`src/rtl/mux_n1_rr_pkg.sv`:
```
// Shared types and constants for the N:1 registered round-robin/directed multiplexer.
package mux_n1_rr_pkg;

  localparam int unsigned DEF_W    = 4;
  localparam int unsigned DEF_N    = 4;
  localparam int unsigned DEF_SELW = 2;

  localparam logic MODE_DIRECT = 1'b0;
  localparam logic MODE_RR     = 1'b1;

  // Output register occupancy; the encoding doubles as out_valid.
  typedef enum logic {
    ST_EMPTY = 1'b0,
    ST_FULL  = 1'b1
  } state_e;

  // True when a SELW-bit index can address all n channels.
  function automatic logic sel_width_ok(input int unsigned selw, input int unsigned n);
    return (selw < 32) && (n <= (32'd1 << selw));
  endfunction

endpackage

```
`src/rtl/mux_n1_rr_if.sv`:
```
// Channel-side and output-side handshake bundle for mux_n1_rr.
interface mux_n1_rr_if #(
  parameter int unsigned W    = 4,
  parameter int unsigned N    = 4,
  parameter int unsigned SELW = 2
) ();

  logic              mode;
  logic [SELW-1:0]   sel;
  logic [N*W-1:0]    in_data;
  logic [N-1:0]      in_valid;
  logic [N-1:0]      in_ready;
  logic [W-1:0]      out_data;
  logic [SELW-1:0]   out_src;
  logic              out_valid;
  logic              out_ready;

  modport slave (
    input  mode, sel, in_data, in_valid, out_ready,
    output in_ready, out_data, out_src, out_valid
  );

  modport master (
    output mode, sel, in_data, in_valid, out_ready,
    input  in_ready, out_data, out_src, out_valid
  );

endinterface

```
`src/rtl/mux_n1_rr_rr_pick.sv`:
```
// Combinational rotating-priority picker: first valid index at or after ptr, wrapping mod N.
// ptr is expected to be below N.
module mux_n1_rr_rr_pick #(
  parameter int unsigned N    = 4,
  parameter int unsigned SELW = 2
) (
  input  logic [N-1:0]    valid,
  input  logic [SELW-1:0] ptr,
  output logic [SELW-1:0] idx,
  output logic            any
);

  logic [N-1:0] w_rot;
  int unsigned  w_off;
  int unsigned  w_sum;

  // Rotate so bit k is channel (ptr+k) mod N, then take the lowest set offset.
  always_comb begin
    w_rot = N'({valid, valid} >> ptr);
    w_off = 0;
    for (int k = int'(N) - 1; k >= 0; k--) begin
      if (w_rot[k]) w_off = 32'(k);
    end
    w_sum = w_off + 32'(ptr);
    if (w_sum >= N) w_sum = w_sum - N;
    idx = SELW'(w_sum);
    any = |valid;
  end

endmodule

```
`src/rtl/mux_n1_rr.sv`:
```
// N-input, W-bit registered multiplexer/arbiter with directed and round-robin grant modes.
// One output register stage; accepts a new word whenever the register is empty or draining.
module mux_n1_rr
  import mux_n1_rr_pkg::*;
#(
  parameter int unsigned W    = DEF_W,
  parameter int unsigned N    = DEF_N,
  parameter int unsigned SELW = DEF_SELW
) (
  input  logic        clk,
  input  logic        rst,
  mux_n1_rr_if.slave  bus
);

  generate
    if (!sel_width_ok(SELW, N)) begin : g_bad_selw
      $error("mux_n1_rr: SELW too narrow for N");
    end
  endgenerate

  state_e          r_state;
  state_e          w_state_nxt;
  logic [W-1:0]    r_data;
  logic [SELW-1:0] r_src;
  logic [SELW-1:0] r_ptr;

  logic [SELW-1:0] w_rr_idx;
  logic            w_rr_any;
  logic [N-1:0]    w_dir_vsh;
  logic            w_dir_ok;
  logic [SELW-1:0] w_grant;
  logic            w_gvalid;
  logic [W-1:0]    w_gdata;
  logic            w_load_en;
  logic            w_xfer;
  logic [SELW-1:0] w_ptr_nxt;

  mux_n1_rr_rr_pick #(
    .N    (N),
    .SELW (SELW)
  ) u_pick (
    .valid (bus.in_valid),
    .ptr   (r_ptr),
    .idx   (w_rr_idx),
    .any   (w_rr_any)
  );

  // Grant mode mux; an out-of-range directed select never grants.
  always_comb begin
    w_dir_vsh = bus.in_valid >> bus.sel;
    w_dir_ok  = (32'(bus.sel) < N) && w_dir_vsh[0];
    if (bus.mode == MODE_RR) begin
      w_grant  = w_rr_idx;
      w_gvalid = w_rr_any;
    end else begin
      w_grant  = bus.sel;
      w_gvalid = w_dir_ok;
    end
  end

  always_comb begin
    w_gdata = '0;
    for (int i = 0; i < int'(N); i++) begin
      if (w_grant == SELW'(i)) w_gdata = bus.in_data[i*W +: W];
    end
  end

  assign w_load_en = (r_state == ST_EMPTY) || bus.out_ready;
  assign w_xfer    = w_load_en && w_gvalid && !rst;
  assign w_ptr_nxt = (32'(w_grant) == N - 1) ? '0 : w_grant + SELW'(1);

  always_comb begin
    bus.in_ready = '0;
    for (int i = 0; i < int'(N); i++) begin
      bus.in_ready[i] = w_xfer && (w_grant == SELW'(i));
    end
  end

  always_ff @(posedge clk) begin
    if (rst) r_state <= ST_EMPTY;
    else     r_state <= w_state_nxt;
  end

  // A refill on the same edge as a drain keeps the register full.
  always_comb begin
    w_state_nxt = r_state;
    unique case (r_state)
      ST_EMPTY: if (w_xfer) w_state_nxt = ST_FULL;
      ST_FULL:  if (!w_xfer && bus.out_ready) w_state_nxt = ST_EMPTY;
    endcase
  end

  always_ff @(posedge clk) begin
    if (rst) begin
      r_data <= '0;
      r_src  <= '0;
      r_ptr  <= '0;
    end else if (w_xfer) begin
      r_data <= w_gdata;
      r_src  <= w_grant;
      r_ptr  <= w_ptr_nxt;
    end
  end

  assign bus.out_valid = (r_state == ST_FULL);
  assign bus.out_data  = r_data;
  assign bus.out_src   = r_src;

endmodule

```
`src/flat_wrapper.sv`:
```
// flat-port wrapper written by rule: the top's interface ports become plain ports
module mux_n1_rr_flat import mux_n1_rr_pkg::*;
#(
  parameter int unsigned W    = DEF_W,
  parameter int unsigned N    = DEF_N,
  parameter int unsigned SELW = DEF_SELW
)
  (clk, rst, bus_mode, bus_sel, bus_in_data, bus_in_valid, bus_out_ready, bus_in_ready, bus_out_data, bus_out_src, bus_out_valid);
  mux_n1_rr_if #(.W(W), .N(N), .SELW(SELW)) bus_i ();
  input  logic clk;
  input  logic rst;
  input wire logic [$bits(bus_i.mode)-1:0] bus_mode;
  input wire logic [$bits(bus_i.sel)-1:0] bus_sel;
  input wire logic [$bits(bus_i.in_data)-1:0] bus_in_data;
  input wire logic [$bits(bus_i.in_valid)-1:0] bus_in_valid;
  input wire logic [$bits(bus_i.out_ready)-1:0] bus_out_ready;
  output wire logic [$bits(bus_i.in_ready)-1:0] bus_in_ready;
  output wire logic [$bits(bus_i.out_data)-1:0] bus_out_data;
  output wire logic [$bits(bus_i.out_src)-1:0] bus_out_src;
  output wire logic [$bits(bus_i.out_valid)-1:0] bus_out_valid;
  assign bus_i.mode = bus_mode;
  assign bus_i.sel = bus_sel;
  assign bus_i.in_data = bus_in_data;
  assign bus_i.in_valid = bus_in_valid;
  assign bus_i.out_ready = bus_out_ready;
  assign bus_in_ready = bus_i.in_ready;
  assign bus_out_data = bus_i.out_data;
  assign bus_out_src = bus_i.out_src;
  assign bus_out_valid = bus_i.out_valid;
  mux_n1_rr #(.W(W), .N(N), .SELW(SELW)) u_core (.clk(clk), .rst(rst), .bus(bus_i));
endmodule
```
`config.mk`:
```
export PLATFORM = sky130hd
export DESIGN_NAME = mux_n1_rr_flat
export DESIGN_NICKNAME = d
export VERILOG_FILES = /design/src/rtl/mux_n1_rr_pkg.sv /design/src/rtl/mux_n1_rr_if.sv /design/src/rtl/mux_n1_rr_rr_pick.sv /design/src/rtl/mux_n1_rr.sv /design/src/flat_wrapper.sv
export SDC_FILE = /design/constraint.sdc
export NUM_CORES = 1
export LEC_CHECK = 0
export ABC_AREA = 1
export BUFFER_PORTS_ARGS = -buffer_cell sky130_fd_sc_hd__clkbuf_2
export CAP_MARGIN = 20
export CORE_MARGIN = 4
export CORE_UTILIZATION = 40
export DETAILED_ROUTE_END_ITERATION = 10
export GPL_ROUTABILITY_DRIVEN = 0
export PLACE_DENSITY = 0.71
export SYNTH_ARGS = -nofsm -noshare
export SYNTH_HDL_FRONTEND = slang
export SYNTH_SLANG_ARGS = --single-unit
```
`constraint.sdc`:
```
create_clock -name clk -period 2.24 [get_ports clk]
set_clock_uncertainty 0.05 [all_clocks]
set_input_delay 0.112 -clock clk [delete_from_list [all_inputs] [get_ports clk]]
set_output_delay 0.112 -clock clk [all_outputs]
set_load 0.01 [all_outputs]
```
==> flow_metrics.env, run 1 <==
export IMPL_finalInstanceArea_sq_um=1250
export IMPL_postRouteWirelength_microns=2610
export IMPL_avgRoutedWirePerCell_microns=12.7
export IMPL_grt_pass1_vias=962
export IMPL_violations="negative setup slack"
export IMPL_largest_cells_by_area_after_synthesis="sky130_fd_sc_hd__dfxtp_1 24%, sky130_fd_sc_hd__nand2_1 21%, sky130_fd_sc_hd__nand3_1 15%"
export IMPL_xor_xnor_cell_area_share_of_the_yosys_netlist=0.0116
export IMPL_p_switching_mw=0.407
export IMPL_antenna_left=0
export IMPL_outcome="complete, but fails checks"
export IMPL_grt_start_max_net_pins=14
export IMPL_synth_adder_area_share=0.0828
export IMPL_gr_usage_all_layers=0.196
export IMPL_setup_repair_after_global_routing_missed_its_margin="yes"
export IMPL_finalNetCount=213
export IMPL_dieHeight_microns=51.5
export IMPL_start_kind="flop"
export IMPL_post_layout_min_period_ns=2.52
export IMPL_syn_area_per_cell_sq_um=5.81
export IMPL_timing_rr_end="u_core.bus.out_data[2]$_SDFFE_PP0P_"
export IMPL_post_synth_top_area_cell="sky130_fd_sc_hd__dfxtp_1"
export IMPL_cp_slowest_cell="sky130_fd_sc_hd__dfxtp_4"
export IMPL_post_place_cell_area_sq_um=1010
export IMPL_numPlacedInstances=194
export IMPL_final_hold_violating_endpoints=0
export IMPL_synthToLayoutAreaGrowth_pct=64.9
export IMPL_dr_total_vias=1033
export IMPL_power_density_nw_per_um2=762
export IMPL_slew_violations=0
export IMPL_max_clock_freq_ghz=0.398
export IMPL_synth_cells_most_frequent="42 x sky130_fd_sc_hd__nand2_1, 22 x sky130_fd_sc_hd__nand3_1, 15 x sky130_fd_sc_hd__inv_1, 10 x sky130_fd_sc_hd__nor2_1"
export IMPL_worst_r2r_setup_slack_ns=-0.19
export IMPL_clockBufferDepth=2
export IMPL_asyncSetResetFlopFracSynth=0
export IMPL_intPower_mw=0.543
export IMPL_std_cell_rows=15
export IMPL_leakagePower_nw=0.664
export IMPL_post_synth_and_or_nand_nor_area_fraction=0.412
export IMPL_critPathKind="flop to primary output"
export IMPL_buffers_plus_inverters_on_the_worst_setup_path=5
export IMPL_max_vdd_ir_drop_v=0.000478
export IMPL_overflow=0
export IMPL_number_of_antenna_violations_at_the_first_check_in_global_routing=0
export IMPL_root_buffer="sky130_fd_sc_hd__clkbuf_4"
export IMPL_worstPathMaxFanout=6
export IMPL_cts_tree="yes"
export IMPL_final_setup_viol_count=8
export IMPL_power_share_clock=0.134
export IMPL_hold_class="input pin to flop"
export IMPL_synthesized_net_count=161
export IMPL_drt_drc_violations_left=0
export IMPL_cap_violations=0
export IMPL_port_buffers=36
export IMPL_worstSetupEndpointType="primary output"
export IMPL_transition_time_at_the_pin_with_the_least_slew_margin_ns=0.422
export IMPL_yosys_cell_types_count=18
export IMPL_post_layout_nonfiller_instances=206
export IMPL_cp_data_arrival_time_ns=2.35
export IMPL_hold_ws_ns=0.127
export IMPL_start_util=0.428
export IMPL_hpwl_after_detailed_placement_microns=1730
export IMPL_synth_most_common_cell="sky130_fd_sc_hd__nand2_1"
export IMPL_dr_pass1_iters=4
export IMPL_timing_critical_path_depth=15
export IMPL_multiplexer_fraction_of_the_synthesized_cell_area=0
export IMPL_regToRegStartpoint="u_core.r_ptr[0]$_SDFFE_PP0P_"
export IMPL_synth_enable_flop_cells=0
export IMPL_detailedPlace_worstSlack_ns=-0.247
export IMPL_post_route_cells_drive_above_1_share=0.470
export IMPL_antenna_diode_count=0
export IMPL_setup_worst_path_start="u_core.r_ptr[0]$_SDFFE_PP0P_"
export IMPL_mappedNetlistArea_sq_um=756
export IMPL_die_area_sq_um=2650
export IMPL_required_ns=2.08
export IMPL_detail_route_vias_per_cell=5.01
export IMPL_endpoint="bus_in_ready[1]"
export IMPL_yosysSeqAreaShare=0.238
export IMPL_crit_path_max_incr_delay_ns=0.41
export IMPL_floorplan_die_width_microns=51.5
export IMPL_worst_slack_setup_final_ns=-0.276
export IMPL_cts_sinks=9
export IMPL_floorplan_io_pins=37
export IMPL_drt_iter0_markers=33
export IMPL_sequentialPowerShare=0.234
export IMPL_synth_compound_area_frac=0.141
export IMPL_postSynth_topFlopCell="sky130_fd_sc_hd__dfxtp_1"
export IMPL_grt_first_pass_wirelength_microns=4060
export IMPL_combPwrFrac=0.633
export IMPL_netlist_instances=130
export IMPL_netSwitchingFraction=0.428
export IMPL_utilization=0.706
export IMPL_synth_top_family_by_area="simple AND/OR/NAND/NOR gates"
export IMPL_insertion_delay_ns=0.26
export IMPL_cts_max_level=1
export IMPL_fp_coreArea_sq_um=1760
export IMPL_cts_reportedPaths_clkPinSlew_ns=0.06
export IMPL_synth_seq_cells=9
export IMPL_timing_critical_path_cells="inv_6 > nand2_4 > nand3_2 > nand2_2 > nand3_2 > a21boi_2 > ha_2 > nor2_1 > nor2_2 > buf_4 > ha_4 > inv_4 > buf_6 > nor2_2 > buf_2"
export IMPL_final_period_utilization=1.12
export IMPL_worst_path_dominant_cell_family="simple AND/OR/NAND/NOR gates"
export IMPL_yosysWarnings=0
export IMPL_portion_of_synthesized_cell_area_occupied_by_the_leading_cell_type=0.238
export IMPL_worst_slew_margin_rel=0.718
export IMPL_ff2ff_path_depth=17
export IMPL_tritoncts_num_buffers=3
[layout by cell type (no fill, tap or decap)]
| cell type | n |
|---|---|
| sky130_fd_sc_hd__ha_4 | 3 |
| sky130_fd_sc_hd__dfxtp_2 | 1 |
| sky130_fd_sc_hd__inv_4 | 3 |
| sky130_fd_sc_hd__nor2_1 | 7 |
| sky130_fd_sc_hd__o211ai_1 | 1 |
| sky130_fd_sc_hd__o21ai_0 | 1 |
| sky130_fd_sc_hd__buf_12 | 1 |
| sky130_fd_sc_hd__nand2_4 | 3 |
| sky130_fd_sc_hd__nand2_2 | 5 |
| sky130_fd_sc_hd__clkinv_1 | 1 |
| sky130_fd_sc_hd__dfxtp_1 | 7 |
| sky130_fd_sc_hd__inv_2 | 1 |
| sky130_fd_sc_hd__nand2_1 | 35 |
| sky130_fd_sc_hd__buf_4 | 11 |
| sky130_fd_sc_hd__inv_6 | 1 |
| sky130_fd_sc_hd__clkbuf_2 | 34 |
| sky130_fd_sc_hd__a21boi_2 | 1 |
| sky130_fd_sc_hd__o22ai_1 | 1 |
| sky130_fd_sc_hd__nand3_2 | 8 |
| sky130_fd_sc_hd__a21oi_1 | 8 |
| sky130_fd_sc_hd__clkbuf_1 | 1 |
| sky130_fd_sc_hd__ha_2 | 2 |
| sky130_fd_sc_hd__dlygate4sd3_1 | 1 |
| sky130_fd_sc_hd__buf_2 | 2 |
| sky130_fd_sc_hd__xnor2_2 | 1 |
| sky130_fd_sc_hd__clkbuf_4 | 3 |
| sky130_fd_sc_hd__dfxtp_4 | 1 |
| sky130_fd_sc_hd__nand3_1 | 14 |
| sky130_fd_sc_hd__nor2_2 | 3 |
| sky130_fd_sc_hd__o21ai_1 | 8 |
| sky130_fd_sc_hd__buf_6 | 1 |
| sky130_fd_sc_hd__inv_1 | 11 |
[cell type report]
cell class / instances / area [sq um]
sequential: 9 / 185
multi-input combinational: 101 / 623
clock buffer: 4 / 26.3
fill: 162 / 518
inverter: 17 / 76.3
timing repair buffer: 50 / 304
tap: 25 / 31.3
[power groups by stage]
stage | logic [mW] | clock network (mW) | registers, mW
final | 0.601 | 0.127 | 0.222
after global routing | 0.656 | 0.143 | 0.225
after CTS | 0.528 | 0.134 | 0.220
after detailed placement | 0.419 | 0 | 0.218
after global placement | 0.413 | 0 | 0.218
after floorplan | 0.278 | 0 | 0.221
[worst min path at each step]
stage	start	endpoint	slack, ns	cells after the start
4_1_cts	bus_in_data[13]	u_core.bus.out_data[1]$_SDFFE_PP0P_	0.11	5
2_1_floorplan	rst	u_core.bus.out_src[0]$_SDFFE_PP0P_	0.13	1
6_report	bus_in_data[13]	u_core.bus.out_data[1]$_SDFFE_PP0P_	0.13	5
3_3_place_gp	rst	u_core.bus.out_src[0]$_SDFFE_PP0P_	0.25	2
3_5_place_dp	rst	u_core.bus.out_src[0]$_SDFFE_PP0P_	0.26	2
5_1_grt	bus_in_data[14]	u_core.bus.out_data[2]$_SDFFE_PP0P_	0.15	5
[stage by stage]
| step | power (mW) | TNS [ns] |
|---|---|---|
| 6_report | 0.950 | -1.69 |
| 5_1_grt | 1.02 | -3.11 |
| 4_1_cts | 0.882 | -1.46 |
| 3_5_place_dp | 0.637 | -1.22 |
| 3_3_place_gp | 0.631 | -0.549 |
| 2_1_floorplan | 0.499 | 0 |
[flip-flops by register name, summed over array words and instances, names as in the netlist]
| signal | cells |
|---|---|
| u_core.bus.out_data | 4 |
| u_core.bus.out_src | 2 |
| u_core.r_ptr | 2 |
| u_core.bus.out_valid | 1 |
[worst register-to-register path, delay by kind of cell (launching register included)]
kind	cells	cell delay (ns)
AND/OR/NAND/NOR	9	0.72
adder cells (fa/ha/maj)	2	0.46
AO/OA/AOI/OAI	4	0.46
flip-flops	1	0.41
buffers and inverters	2	0.22
[logic make-up after synthesis]
logic type | Yosys count
AOI/OAI and AO/OA | 20
xor gates and xnor gates | 1
buffers and inverters | 20
and+or+nand+nor | 75
adders and majority gates | 5
DFF | 9
[metal layers]
| layer | GRT usage | up-vias | wire length, microns |
|---|---|---|---|
| met1 | 0.243 | 463 | 1040 |
| met2 | 0.335 | 42 | 1420 |
| met4 | 0.0830 | 0 | 17 |
| met5 | 0 | - | 0 |
| met3 | 0.0262 | 4 | 138 |
| li1 | - | 524 | - |
[repair_timing]
| action | in CTS | in global routing |
|---|---|---|
| buffers inserted | 5 | 2 |
| resized for setup | 32 | 10 |
| pin swaps | 13 | 6 |
| hold buffers | 1 | 0 |
| hold endpoints to repair | 1 | 0 |
| setup endpoints to repair | 8 | 9 |
Power figures use the tool's default switching activity.
==> run 2, diff against run 1 <==
==> constraint.sdc (replaced) <==
create_clock -name clk -period 2.24 [get_ports clk]
set_clock_uncertainty 0.05 [all_clocks]
set_input_delay 0.448 -clock clk [delete_from_list [all_inputs] [get_ports clk]]
set_output_delay 0.448 -clock clk [all_outputs]
set_load 0.01 [all_outputs]
==> run 2 against run 1 <==
Compared with the run above: the flow still finishes with violations (negative setup slack); sequential power is essentially flat; flip-flop and latch count is the same; worst setup slack worse by 0.28 ns; combinational power grew 14%; routed wire length grew 5.0%; design area rose by 12%; power increased by 8.8%; global-route usage is 0.62 points higher; count of clock-buffer cells in the layout unchanged; clock power hardly changed; utilization grew 8.2 points; via count up 3.5%; critical path type unchanged; critical endpoint unchanged; highest routed layer unchanged.
==> flow_metrics.env, run 2 (synthesized netlist as in run 1, its figures left out) <==
export IMPL_outcome="complete, but fails checks"
export IMPL_violations="negative setup slack"
export IMPL_transition_time_at_the_pin_with_the_least_slew_margin_ns=0.213
export IMPL_worstSetupEndpointType="primary output"
export IMPL_floorplan_io_pins=37
export IMPL_hold_class="input pin to flop"
export IMPL_post_layout_min_period_ns=2.80
export IMPL_antenna_diode_count=0
export IMPL_cts_tree="yes"
export IMPL_floorplan_die_width_microns=51.5
export IMPL_fillers=138
export IMPL_drt_drc_violations_left=0
export IMPL_antenna_left=0
export IMPL_number_of_antenna_violations_at_the_first_check_in_global_routing=0
export IMPL_dr_pass1_iters=4
export IMPL_grt_first_pass_wirelength_microns=4110
export IMPL_root_buffer="sky130_fd_sc_hd__clkbuf_4"
export IMPL_tritoncts_num_buffers=3
export IMPL_start_util=0.428
export IMPL_cap_violations=0
export IMPL_endpoint="bus_in_ready[1]"
export IMPL_hold_ws_ns=0.317
export IMPL_timing_rr_end="u_core.bus.out_data[2]$_SDFFE_PP0P_"
export IMPL_post_route_cells_drive_above_1_share=0.542
export IMPL_post_layout_nonfiller_instances=215
export IMPL_avgRoutedWirePerCell_microns=12.8
export IMPL_drt_iter0_markers=15
export IMPL_dr_total_vias=1069
export IMPL_post_place_cell_area_sq_um=1190
export IMPL_final_setup_viol_count=8
export IMPL_port_buffers=36
export IMPL_synthToLayoutAreaGrowth_pct=83.9
export IMPL_dieHeight_microns=51.5
export IMPL_final_common_cell="sky130_fd_sc_hd__nand2_1"
export IMPL_worst_r2r_setup_slack_ns=-0.43
export IMPL_detailedPlace_worstSlack_ns=-0.551
export IMPL_grt_pass1_vias=983
export IMPL_die_area_sq_um=2650
export IMPL_cp_data_arrival_time_ns=2.30
export IMPL_final_period_utilization=1.25
export IMPL_utilization=0.788
export IMPL_critPathKind="flop to primary output"
export IMPL_max_vdd_ir_drop_v=0.000514
export IMPL_cts_sinks=9
export IMPL_numPlacedInstances=201
export IMPL_min_from="rst"
export IMPL_std_cell_rows=15
export IMPL_insertion_delay_ns=0.26
export IMPL_postRouteWirelength_microns=2740
export IMPL_max_reg_flops=4
export IMPL_cts_reportedPaths_clkPinSlew_ns=0.06
export IMPL_setup_worst_path_start="u_core.r_ptr[0]$_SDFFE_PP0P_"
export IMPL_worst_slack_setup_final_ns=-0.556
export IMPL_max_clock_freq_ghz=0.358
export IMPL_most_common_layout_cells="37 x sky130_fd_sc_hd__nand2_1, 33 x sky130_fd_sc_hd__clkbuf_2, 22 x sky130_fd_sc_hd__buf_4, 16 x sky130_fd_sc_hd__nand3_1, 8 x sky130_fd_sc_hd__inv_1"
export IMPL_start_kind="flop"
export IMPL_finalNetCount=222
export IMPL_regToRegStartpoint="u_core.r_ptr[0]$_SDFFE_PP0P_"
export IMPL_setup_repair_after_global_routing_missed_its_margin="yes"
export IMPL_overflow=0
export IMPL_gr_usage_all_layers=0.202
export IMPL_fp_coreArea_sq_um=1760
export IMPL_worstPathMaxFanout=6
export IMPL_worst_slew_margin_rel=0.858
export IMPL_cts_max_level=1
export IMPL_power_density_nw_per_um2=743
export IMPL_clockBufferDepth=2
export IMPL_ff2ff_path_depth=20
export IMPL_final_hold_violating_endpoints=0
export IMPL_grt_start_max_net_pins=13
export IMPL_finalInstanceArea_sq_um=1390
export IMPL_slew_violations=0
export IMPL_required_ns=1.74
export IMPL_hpwl_after_detailed_placement_microns=1900
export IMPL_leakagePower_nw=0.718
export IMPL_detail_route_vias_per_cell=4.97
-- run 2: cell types whose count changed in the layout (fill, tap and decap cells not counted), moves of 4 or more --
cell,previous run,this run
sky130_fd_sc_hd__nand3_2,8,4
sky130_fd_sc_hd__a21oi_2,0,4
sky130_fd_sc_hd__a21oi_1,8,4
sky130_fd_sc_hd__buf_4,11,22
-- run 2: cell type report --
class	count	area (sq um)	area share
inverter	17	81.3	0.0585
sequential	9	185	0.133
multi-input combinational	101	688	0.495
tap	25	31.3	0.0225
timing repair buffer	59	378	0.272
clock buffer	4	26.3	0.0189
-- run 2: metal layers --
layer,global-route usage,vias up,routed length [microns]
met5,0,-,0
met4,0.0655,0,48
met3,0.0117,6,112
met2,0.362,30,1460
met1,0.254,492,1120
li1,-,541,-
-- run 2: worst max-delay path, stage by stage (launching register included) --
cell and delay [ns]:
sky130_fd_sc_hd__dfxtp_4 0.41, sky130_fd_sc_hd__inv_8 0.06, sky130_fd_sc_hd__nand2_4 0.06, sky130_fd_sc_hd__nand3_1 0.09, sky130_fd_sc_hd__nand2_1 0.12, sky130_fd_sc_hd__a21boi_2 0.20, sky130_fd_sc_hd__ha_2 0.21, sky130_fd_sc_hd__xnor2_2 0.12
sky130_fd_sc_hd__inv_1 0.07, sky130_fd_sc_hd__nand3_2 0.06, sky130_fd_sc_hd__nand3_2 0.08, sky130_fd_sc_hd__nand2_4 0.13, sky130_fd_sc_hd__inv_4 0.06, sky130_fd_sc_hd__ha_4 0.16, sky130_fd_sc_hd__inv_4 0.06, sky130_fd_sc_hd__nor2_4 0.03
sky130_fd_sc_hd__buf_6 0.11
-- run 2: what timing repair did --
action,CTS,global route
buffers inserted,7,3
hold buffers,0,0
gates cloned,0,0
pin swaps,12,10
resized for setup,23,13
endpoints found under the setup margin,8,8
-- run 2: worst min-delay path by stage --
stage | to | slack [ns] | depth (start not counted)
finish | u_core.bus.out_src[0]$_SDFFE_PP0P_ | 0.32 | 2
global route | u_core.bus.out_src[0]$_SDFFE_PP0P_ | 0.34 | 2
floorplan | u_core.bus.out_src[0]$_SDFFE_PP0P_ | 0.43 | 2
detailed placement | u_core.bus.out_src[0]$_SDFFE_PP0P_ | 0.40 | 2
global placement | u_core.bus.out_src[0]$_SDFFE_PP0P_ | 0.40 | 2
CTS | u_core.bus.out_src[0]$_SDFFE_PP0P_ | 0.31 | 2
-- run 2: report_power, final --
group	switching [mW]	internal [mW]	leakage [nW]
sequential	0.0315	0.193	0.0753
combinational	0.362	0.322	0.628
clock	0.0561	0.0686	0.0150
-- run 2: through the flow --
| step | TNS [ns] | power (mW) |
|---|---|---|
| after floorplan | -0.642 | 0.567 |
| after global placement | -2.99 | 0.715 |
| after detailed placement | -3.99 | 0.733 |
| after CTS | -2.84 | 0.960 |
| after global routing | -4.66 | 1.11 |
| final | -3.63 | 1.03 |
